File: src/rtl/vx_csr_router.sv
// Routes one outstanding CSR request to one of NUM_CHANNELS address-windowed slaves and returns a registered response.
// Optional feature macro: CSR_ROUTER_TIMEOUT_EN enables the REQ/WAIT abort timer, rsp_err and timeout_cnt.
module vx_csr_router #(
  parameter int                          NUM_LANES      = 4,
  parameter int                          NUM_CHANNELS   = 3,
  parameter int                          WID_WIDTH      = 2,
  parameter int                          TAG_WIDTH      = 32,
  parameter logic [NUM_CHANNELS*12-1:0]  CH_BASE        = {NUM_CHANNELS{12'h0}},
  parameter logic [NUM_CHANNELS*12-1:0]  CH_SIZE        = {NUM_CHANNELS{12'h0}},
  parameter int                          TIMEOUT_CYCLES = 255
) (
  input  logic                              clk,
  input  logic                              reset_n,
  input  logic                              req_valid,
  output logic                              req_ready,
  input  logic                              req_write,
  input  logic [11:0]                       req_addr,
  input  logic [WID_WIDTH-1:0]              req_wid,
  input  logic [NUM_LANES-1:0]              req_tmask,
  input  logic [NUM_LANES*32-1:0]           req_data,
  input  logic [TAG_WIDTH-1:0]              req_tag,
  output logic [NUM_CHANNELS-1:0]           ch_req_valid,
  input  logic [NUM_CHANNELS-1:0]           ch_req_ready,
  output logic                              ch_req_write,
  output logic [11:0]                       ch_req_addr,
  output logic [WID_WIDTH-1:0]              ch_req_wid,
  output logic [NUM_LANES-1:0]              ch_req_tmask,
  output logic [NUM_LANES*32-1:0]           ch_req_data,
  input  logic [NUM_CHANNELS-1:0]           ch_rsp_valid,
  input  logic [NUM_CHANNELS*NUM_LANES*32-1:0] ch_rsp_data,
  output logic [NUM_CHANNELS-1:0]           ch_rsp_ready,
  output logic                              rsp_valid,
  input  logic                              rsp_ready,
  output logic [WID_WIDTH-1:0]              rsp_wid,
  output logic [NUM_LANES-1:0]              rsp_tmask,
  output logic [NUM_LANES*32-1:0]           rsp_data,
  output logic [TAG_WIDTH-1:0]              rsp_tag,
  output logic                              rsp_miss,
  output logic                              rsp_err,
  output logic [7:0]                        timeout_cnt
);

  localparam int DW = NUM_LANES * 32;

  typedef enum logic [1:0] {S_IDLE, S_REQ, S_WAIT, S_RSP} state_t;

  if (NUM_CHANNELS < 1 || NUM_CHANNELS > 8 || TIMEOUT_CYCLES < 1 || TIMEOUT_CYCLES > 65535) begin : g_bad_params
    $error("vx_csr_router: parameter out of range");
  end

  state_t                  state_q;
  logic                    ready_q;
  logic                    write_q;
  logic [11:0]             addr_q;
  logic [WID_WIDTH-1:0]    wid_q;
  logic [NUM_LANES-1:0]    tmask_q;
  logic [DW-1:0]           wdata_q;
  logic [TAG_WIDTH-1:0]    tag_q;
  logic [NUM_CHANNELS-1:0] sel_q;
  logic [DW-1:0]           rdata_q;
  logic                    miss_q;

  logic [NUM_CHANNELS-1:0] hit;
  logic [NUM_CHANNELS-1:0] first_hit;
  logic [DW-1:0]           rsp_mux;
  logic                    accept;
  logic                    req_hs;
  logic                    rsp_hs;
  logic                    expire;

  // 13-bit compare so base+size can reach 4096 without wrapping
  for (genvar gi = 0; gi < NUM_CHANNELS; gi++) begin : g_decode
    localparam logic [12:0] LO = {1'b0, CH_BASE[gi*12 +: 12]};
    localparam logic [12:0] HI = LO + {1'b0, CH_SIZE[gi*12 +: 12]};
    assign hit[gi] = ({1'b0, req_addr} >= LO) && ({1'b0, req_addr} < HI);
  end

  assign first_hit = hit & (~hit + NUM_CHANNELS'(1));

  always_comb begin
    rsp_mux = '0;
    for (int i = 0; i < NUM_CHANNELS; i++) begin
      rsp_mux = rsp_mux | (ch_rsp_data[i*DW +: DW] & {DW{sel_q[i]}});
    end
  end

  assign accept = (state_q == S_IDLE) && ready_q && req_valid;
  assign req_hs = (state_q == S_REQ)  && |(sel_q & ch_req_ready);
  assign rsp_hs = (state_q == S_WAIT) && |(sel_q & ch_rsp_valid);

`ifdef CSR_ROUTER_TIMEOUT_EN
  logic [15:0] tcnt_q;
  logic        err_q;
  logic [7:0]  tocnt_q;

  assign expire = ((state_q == S_REQ) || (state_q == S_WAIT)) &&
                  (({1'b0, tcnt_q} + 17'd1) == 17'(TIMEOUT_CYCLES));

  always_ff @(posedge clk or negedge reset_n) begin
    if (!reset_n) begin
      tcnt_q  <= '0;
      err_q   <= 1'b0;
      tocnt_q <= '0;
    end else begin
      if (state_q == S_IDLE) begin
        tcnt_q <= '0;
      end else if ((state_q == S_REQ) || (state_q == S_WAIT)) begin
        tcnt_q <= tcnt_q + 16'd1;
      end
      if (accept) begin
        err_q <= 1'b0;
      end else if (expire && !req_hs && !rsp_hs) begin
        err_q <= 1'b1;
        if (tocnt_q != 8'hFF) tocnt_q <= tocnt_q + 8'd1;
      end
    end
  end

  assign rsp_err     = err_q;
  assign timeout_cnt = tocnt_q;
`else
  assign expire      = 1'b0;
  assign rsp_err     = 1'b0;
  assign timeout_cnt = 8'h00;
`endif

  // ready_q stays low for the first cycle out of reset so every output reads 0 under reset
  always_ff @(posedge clk or negedge reset_n) begin
    if (!reset_n) begin
      state_q <= S_IDLE;
      ready_q <= 1'b0;
      write_q <= 1'b0;
      addr_q  <= '0;
      wid_q   <= '0;
      tmask_q <= '0;
      wdata_q <= '0;
      tag_q   <= '0;
      sel_q   <= '0;
      rdata_q <= '0;
      miss_q  <= 1'b0;
    end else begin
      case (state_q)
        S_IDLE: begin
          if (accept) begin
            ready_q <= 1'b0;
            write_q <= req_write;
            addr_q  <= req_addr;
            wid_q   <= req_wid;
            tmask_q <= req_tmask;
            wdata_q <= req_data;
            tag_q   <= req_tag;
            sel_q   <= first_hit;
            rdata_q <= '0;
            miss_q  <= ~|hit;
            state_q <= (|hit) ? S_REQ : S_RSP;
          end else begin
            ready_q <= 1'b1;
          end
        end
        S_REQ: begin
          if (req_hs) begin
            state_q <= write_q ? S_RSP : S_WAIT;
          end else if (expire) begin
            rdata_q <= '1;
            state_q <= S_RSP;
          end
        end
        S_WAIT: begin
          if (rsp_hs) begin
            rdata_q <= rsp_mux;
            state_q <= S_RSP;
          end else if (expire) begin
            rdata_q <= '1;
            state_q <= S_RSP;
          end
        end
        default: begin
          if (rsp_ready) begin
            state_q <= S_IDLE;
            ready_q <= 1'b1;
          end
        end
      endcase
    end
  end

  assign req_ready    = ready_q;
  assign ch_req_valid = (state_q == S_REQ) ? sel_q : '0;
  assign ch_rsp_ready = ready_q ? '1 : ((state_q == S_WAIT) ? sel_q : '0);
  assign ch_req_write = write_q;
  assign ch_req_addr  = addr_q;
  assign ch_req_wid   = wid_q;
  assign ch_req_tmask = tmask_q;
  assign ch_req_data  = wdata_q;
  assign rsp_valid    = (state_q == S_RSP);
  assign rsp_wid      = wid_q;
  assign rsp_tmask    = tmask_q;
  assign rsp_data     = rdata_q;
  assign rsp_tag      = tag_q;
  assign rsp_miss     = miss_q;

endmodule

File: config.mk
export PLATFORM = sky130hd
export DESIGN_NAME = vx_csr_router
export DESIGN_NICKNAME = d
export VERILOG_FILES = /design/src/rtl/vx_csr_router.sv
export SDC_FILE = /design/constraint.sdc
export NUM_CORES = 1
export LEC_CHECK = 0
export ABC_AREA = 1
export CAP_MARGIN = 20
export CORE_AREA = 2 2 347 349
export CTS_BUF_LIST = sky130_fd_sc_hd__clkbuf_8
export CTS_CLUSTER_DIAMETER = 50
export DETAILED_ROUTE_END_ITERATION = 6
export DIE_AREA = 0 0 349 351
export GPL_TIMING_DRIVEN = 0
export PLACE_DENSITY_LB_ADDON = 0.25
export SYNTH_ARGS = -nofsm -noshare
export SYNTH_HDL_FRONTEND = slang
export SYNTH_SLANG_ARGS = --single-unit
export TNS_END_PERCENT = 20
File: constraint.sdc
create_clock -name clk -period 3.5 [get_ports clk]
set_clock_uncertainty 0.15 [all_clocks]
set_input_delay 0.7 -clock clk [delete_from_list [all_inputs] [get_ports clk]]
set_output_delay 0.7 -clock clk [all_outputs]
set_load 0.03 [all_outputs]
==> results of run 1 <==
flip-flops by register name, indices dropped and copies added, names as in the netlist:
signal,count
ch_req_tmask,4
state_q,1
ch_req_write,1
ch_req_data,128
ch_req_addr,12
ch_req_wid,2
rsp_tag,32
rsp_miss,1
req_ready,1
metrics by stage:
stage | area, µm² | setup TNS, ns | utilization | total power [mW] | hold slack (ns)
after floorplan | 9130 | 0 | - | 7.98 | 0.254
after global placement | 14800 | -1416.13 | 0.124 | 12.1 | 0.304
after detailed placement | 14800 | 0 | 0.125 | 12.0 | 0.307
after CTS | 15300 | 0 | 0.128 | 13.9 | 0.338
after global routing | 15300 | 0 | 0.128 | 14.4 | 0.355
final | 15300 | 0 | 0.129 | 13.4 | 0.331
cells by family after synthesis:
family	Yosys count	synth area share
flops	182	0.529
simple gates	543	0.289
other cells	1	0.000436
buf+inv	231	0.181
path summary, 6_finish.rpt:
path | to | slack, ns | depth (start not counted)
max | ch_rsp_ready[1] | 0.80 | 2
min | ch_req_data[86]$_DFFE_PN0P_ | 0.33 | 2
max reg2reg | ch_req_data[109]$_DFFE_PN0P_ | 0.91 | 5
min reg2reg | ch_req_data[86]$_DFFE_PN0P_ | 0.33 | 2
max in group asynchronous | ch_req_data[9]$_DFFE_PN0P_ | 1.59 | 3
min in group asynchronous | ch_req_data[35]$_DFFE_PN0P_ | 0.52 | 2
area by class of cell:
type,count,area (µm²)
antenna,15,37.5
buffer,228,1550
clock buffer,18,248
clock inverter,14,178
fill,13625,104000
inverter,3,11.3
multi-input combinational,683,3010
sequential,182,4550
tap,1548,1940
timing repair buffer,374,3770
power groups by stage:
stage | clock (mW) | combinational [mW] | sequential, mW
2_1_floorplan | 0 | 2.32 | 5.66
3_3_place_gp | 0 | 8.31 | 3.74
3_5_place_dp | 0 | 8.25 | 3.74
4_1_cts | 1.86 | 8.28 | 3.72
5_1_grt | 1.92 | 8.68 | 3.84
6_report | 1.71 | 8.02 | 3.70
worst reg2reg max path, cell delays in order (launching register included):
cell     delay (ns)
dfrtp_1        0.45
buf_2          0.47
buf_2          0.55
buf_2          0.41
nand4_1        0.35
nand2_1        0.17
cell usage in the layout, fill, tap and decap left out:
cell type	instances
bufinv_16	1
inv_12	1
nand3_1	2
inv_6	3
dlygate4sd3_1	1
inv_1	2
buf_4	154
inv_2	1
conb_1	140
clkinv_8	2
clkbuf_1	31
buf_2	33
nand4_1	179
clkdlybuf4s50_1	371
buf_6	10
clkinvlp_4	1
nand2_1	362
clkbuf_8	18
dfrtp_1	182
inv_8	5
buf_8	1
buf_16	1
diode_2	15
clkinv_4	1
metal layers:
| layer | vias to the layer above | part of all wire | track usage |
|---|---|---|---|
| met5 | - | 0.00051 | 0 |
| met4 | 4 | 0.014 | 0.0237 |
| met3 | 38 | 0.11 | 0.0329 |
| met2 | 447 | 0.41 | 0.113 |
| met1 | 3798 | 0.47 | 0.108 |
| li1 | 3994 | - | - |
==> results.yml, run 1 <==
grt:
  overflow: 0
  grt_antenna_before_repair: 17
  grt_pass1_wl_mm: 66.9
  grt_use_total: 0.0792
  grt_max_degree: 98
  grt_pass1_vias: 8368
critical_path:
  startpoint: "req_ready$_DFFE_PN0P_"
  cp_top_family: "buffers and inverters"
  crit_chain: "buf_4 -> clkdlybuf4s50_1"
  start_kind: "flip-flop"
  crit_arrival_ns: 1.85
  slowest_delay_ns: 0.67
  r2r-start: "req_ready$_DFFE_PN0P_"
  cp-end-kind: "output port"
  worstPathRequired_ns: 2.65
  cp_slowest_cell: "clkdlybuf4s50_1"
  cp_max_fo: 5
  critPathKind: "flip-flop to output port"
  critPathBufInv: 2
pwr:
  comb_power_share: 0.597
  p_sw_mw: 6.86
  ir_drop_mv: 0.529
  seq_power_share: 0.276
  leakage_nw: 6.94
  power.internal_mw: 6.57
  clockPowerShare: 0.127
  power_density_nw_per_um2: 878
  swShare: 0.511
sta:
  worst_slew_pin_slew_ns: 1.01
  slew_viol_final: 0
  hold_viol: 0
  setup_viol: 0
  period_share: 0.770
  max_freq_ghz: 0.371
  final.setup.worst_slack_ns: 0.805
  rsz0062_at_grt: "no"
  slew_headroom: 0.329
  fin_crit_ns: 2.70
yosys:
  netlist_instances: 957
  ys_types: 11
  synth_area_leaders: "dfrtp_1 53%, nand2_1 16%, buf_4 13%"
  synth_area_leader_cell: "dfrtp_1"
  yosysTopAreaCellShare: 0.529
  syn_area_um2: 8610
  ys_warn_count: 0
  async_reset_ff_frac: 1.00
  ys.flop_type: "dfrtp_1"
  synthTopCellsByCount: "362 x nand2_1, 182 x dfrtp_1, 179 x nand4_1, 154 x buf_4, 33 x buf_2"
  post-synth-top-count-cell: "nand2_1"
  synth.avg_cell_area_um2: 9.00
  synth-seq-cells: 182
  synth-edff-count: 0
  synth-seq-area-share: 0.529
outcome:
  outcome: "completed"
finish:
  fin_cells: 3065
  drive_gt1_frac: 0.154
  fin_nets: 2062
  syn2layout_area_growth_pct: 77.7
die:
  dieWidth_um: 349
  coreArea_um2: 119000
  start_util: 0.0723
  die-height_um: 351
  dieArea_um2: 122000
  pin_count: 904
  fp-row-count: 127
drt:
  via_per_inst: 2.70
  vias: 8281
  wl_mm: 49.4
  first_pass_iters: 4
  route.detailed.drc: 0
  post_drt_wl_per_cell_um: 16.1
  drt-initial-drc-count: 373
  drtAntennaViolNets: 0
place:
  port_buffers: 372
  dp_cells: 3017
  dp.final_hpwl_mm: 39.0
  place_ws_ns: 0.724
  gp_congestion: 0.746
min_path:
  hp-start: "ch_req_data[86]$_DFFE_PN0P_"
  hold_class: "flip-flop to flip-flop"
cts:
  ctsResizeCount: 0
  cts_setup_buffers: 0
  htreeDepth: 4
  cts_buffer_depth: 2
  root_buffer: "clkbuf_8"
  cts_tree: "built"
  worstSkewPairLatency_ns: 0.58
  clock-sinks: 182
  clk_pin_slew_ns: 0.12
  cts_made_buffers: 17
  cts_hold_buf: 1
job:
  cap_violations: 0
No activity file was read; power rests on OpenSTA's default activity.
==> run 2, diff against run 1 <==
--- a/config.mk
+++ b/config.mk
@@ -7,11 +7,11 @@
 export LEC_CHECK = 0
 export ABC_AREA = 1
 export CAP_MARGIN = 20
-export CORE_AREA = 2 2 347 349
+export CORE_AREA = 2 2 348 350
 export CTS_BUF_LIST = sky130_fd_sc_hd__clkbuf_8
 export CTS_CLUSTER_DIAMETER = 50
 export DETAILED_ROUTE_END_ITERATION = 6
-export DIE_AREA = 0 0 349 351
+export DIE_AREA = 0 0 350 352
 export GPL_TIMING_DRIVEN = 0
 export PLACE_DENSITY_LB_ADDON = 0.25
 export SYNTH_ARGS = -nofsm -noshare
==> constraint.sdc (replaced) <==
create_clock -name clk -period 2.5 [get_ports clk]
set_clock_uncertainty 0.15 [all_clocks]
set_input_delay 0.5 -clock clk [delete_from_list [all_inputs] [get_ports clk]]
set_output_delay 0.5 -clock clk [all_outputs]
set_load 0.03 [all_outputs]
==> run 2 against run 1 <==
  * Hold slack lost 0.070 ns
  * Power up 36%
  * Cell count increased by 2.0%
  * Sequential power grew 39%
  * Critical path type unchanged
  * Critical endpoint is now ch_req_data[102]
==> results.yml, run 2 (synthesis results as in run 1) <==
cts:
  cts_made_buffers: 17
  cts_buffer_depth: 2
  cts_tree: "built"
  root_buffer: "clkbuf_8"
  htreeDepth: 4
  worstSkewPairLatency_ns: 0.61
  cts_setup_buffers: 0
  clock-sinks: 182
  clk_pin_slew_ns: 0.12
die:
  fp-row-count: 127
  die-height_um: 352
  pin_count: 904
  coreArea_um2: 119000
  dieWidth_um: 350
  start_util: 0.0721
  dieArea_um2: 123000
finish:
  syn2layout_area_growth_pct: 77.6
  drive_gt1_frac: 0.158
  layout_commonest_cell: "nand2_1"
  mostFrequentLayoutCells: "362 x nand2_1, 308 x clkdlybuf4s50_1, 182 x dfrtp_1, 179 x nand4_1, 161 x buf_4"
  nFillCells: 13719
  largest_reg_flops: 128
  fin_nets: 2062
grt:
  grt_pass1_wl_mm: 66.9
  grt_pass1_vias: 8469
  grt_max_degree: 97
  overflow: 0
  grt_use_total: 0.0790
  grt_antenna_before_repair: 27
critical_path:
  critPathBufInv: 1
  crit_arrival_ns: 1.73
  crit_chain: "clkdlybuf4s50_1"
  critPathKind: "flip-flop to output port"
  worstPathRequired_ns: 1.85
  cp_max_fo: 2
  cp-end-kind: "output port"
  start_kind: "flip-flop"
  slowest_delay_ns: 0.69
  worstRegToRegCells: 5
  critical_path_cell_count: 1
  cp_top_family: "buffers and inverters"
  cp_slowest_cell: "clkdlybuf4s50_1"
pwr:
  power.internal_mw: 8.78
  p_sw_mw: 9.50
  power_density_nw_per_um2: 1200
  leakage_nw: 7.08
  comb_power_share: 0.593
  clockPowerShare: 0.126
  swShare: 0.520
  seq_power_share: 0.281
  ir_drop_mv: 0.613
  p_total_mw: 18.3
sta:
  setup_viol: 0
  rsz0062_at_grt: "no"
  finalSetupTns_ns: 0
  max_freq_ghz: 0.420
  hold_viol: 0
  period_share: 0.951
  worst_slew_pin_slew_ns: 0.944
  final.setup.worst_slack_ns: 0.122
  slew_headroom: 0.370
  slew_viol_final: 0
  fin_crit_ns: 2.38
place:
  dp.final_hpwl_mm: 39.3
  port_buffers: 372
  place_ws_ns: -0.147
  gp_congestion: 0.725
drt:
  first_pass_iters: 4
  vias: 8233
  route.detailed.drc: 0
  drt-initial-drc-count: 400
  via_per_inst: 2.63
  wl_mm: 49.0
  drtAntennaViolNets: 0
  post_drt_wl_per_cell_um: 15.7
outcome:
  outcome: "completed"
min_path:
  hold_class: "input port to async pin"
job:
  cap_violations: 0
run 2: cell types whose count changed in the layout (fill, tap and decap cells not counted), sizes merged, moves of 2 or more:
cell           change
diode              -2
clkdlybuf4s50     -63
dlygate4sd2       +57
buf                +5
run 2: timing repair:
| action | 4_1_cts | 5_1_grt |
|---|---|---|
| setup endpoints to repair | 65 | 1 |
| endpoints found under the hold margin | 86 | 0 |
| gates resized for setup | 65 | 1 |
| pin swaps | 0 | 0 |
| hold buffers | 1 | 0 |
run 2: power groups by stage:
stage | registers [mW] | clock network, mW | logic (mW)
finish | 5.14 | 2.31 | 10.8
global route | 5.35 | 2.57 | 11.9
CTS | 5.18 | 2.53 | 11.3
detailed placement | 5.23 | 0 | 11.6
global placement | 5.22 | 0 | 11.6
floorplan | 7.92 | 0 | 3.25
run 2: path summary, 6_finish.rpt:
check                                               to  slack [ns]                          from
max                                   ch_req_data[102]        0.12  ch_req_data[102]$_DFFE_PN0P_
min                               rsp_miss$_DFFE_PN0P_        0.26                       reset_n
max reg2reg                ch_req_data[12]$_DFFE_PN0P_        0.26        state_q[0]$_DFFE_PN0P_
min reg2reg                 ch_req_data[7]$_DFFE_PN0P_        0.32    ch_req_data[7]$_DFFE_PN0P_
max in group asynchronous   ch_req_data[7]$_DFFE_PN0P_        0.81                       reset_n
min in group clk           ch_req_data[22]$_DFFE_PN0P_        0.26                  req_data[22]
run 2: layout make-up:
class                      instances  area [µm²]  area share
antenna                           13        32.5     0.00213
inverter                           3        11.3    0.000737
sequential                       182        4550       0.298
tap                             1612        2020       0.132
multi-input combinational        683        3010       0.197
buffer                           228        1560       0.102
timing repair buffer             374        3680       0.241
clock buffer                      18         248      0.0162
clock inverter                    14         166      0.0109
run 2: metrics by stage:
stage	instance area, µm²	util	hold slack (ns)	cells
floorplan	9130	-	0.0544	1096
global placement	14900	0.125	0.306	3080
detailed placement	14900	0.125	0.306	3081
CTS	15200	0.128	0.145	3114
global route	15300	0.128	0.207	3117
finish	15300	0.128	0.260	3127
run 2: routing by layer:
metal	vias to the layer above	part of all wire	GRT usage
met4	22	0.013	0.0215
met1	3754	0.44	0.0969
met5	-	0.0028	0
met3	53	0.13	0.0466
li1	3988	-	-
met2	416	0.41	0.116
run 2: worst reg2reg max path, cell delays in order (launching register included):
cell and delay (ns):
dfrtp_1 0.46, inv_2 0.32, buf_2 0.43, buf_2 0.33
nand4_1 0.32, nand2_1 0.16
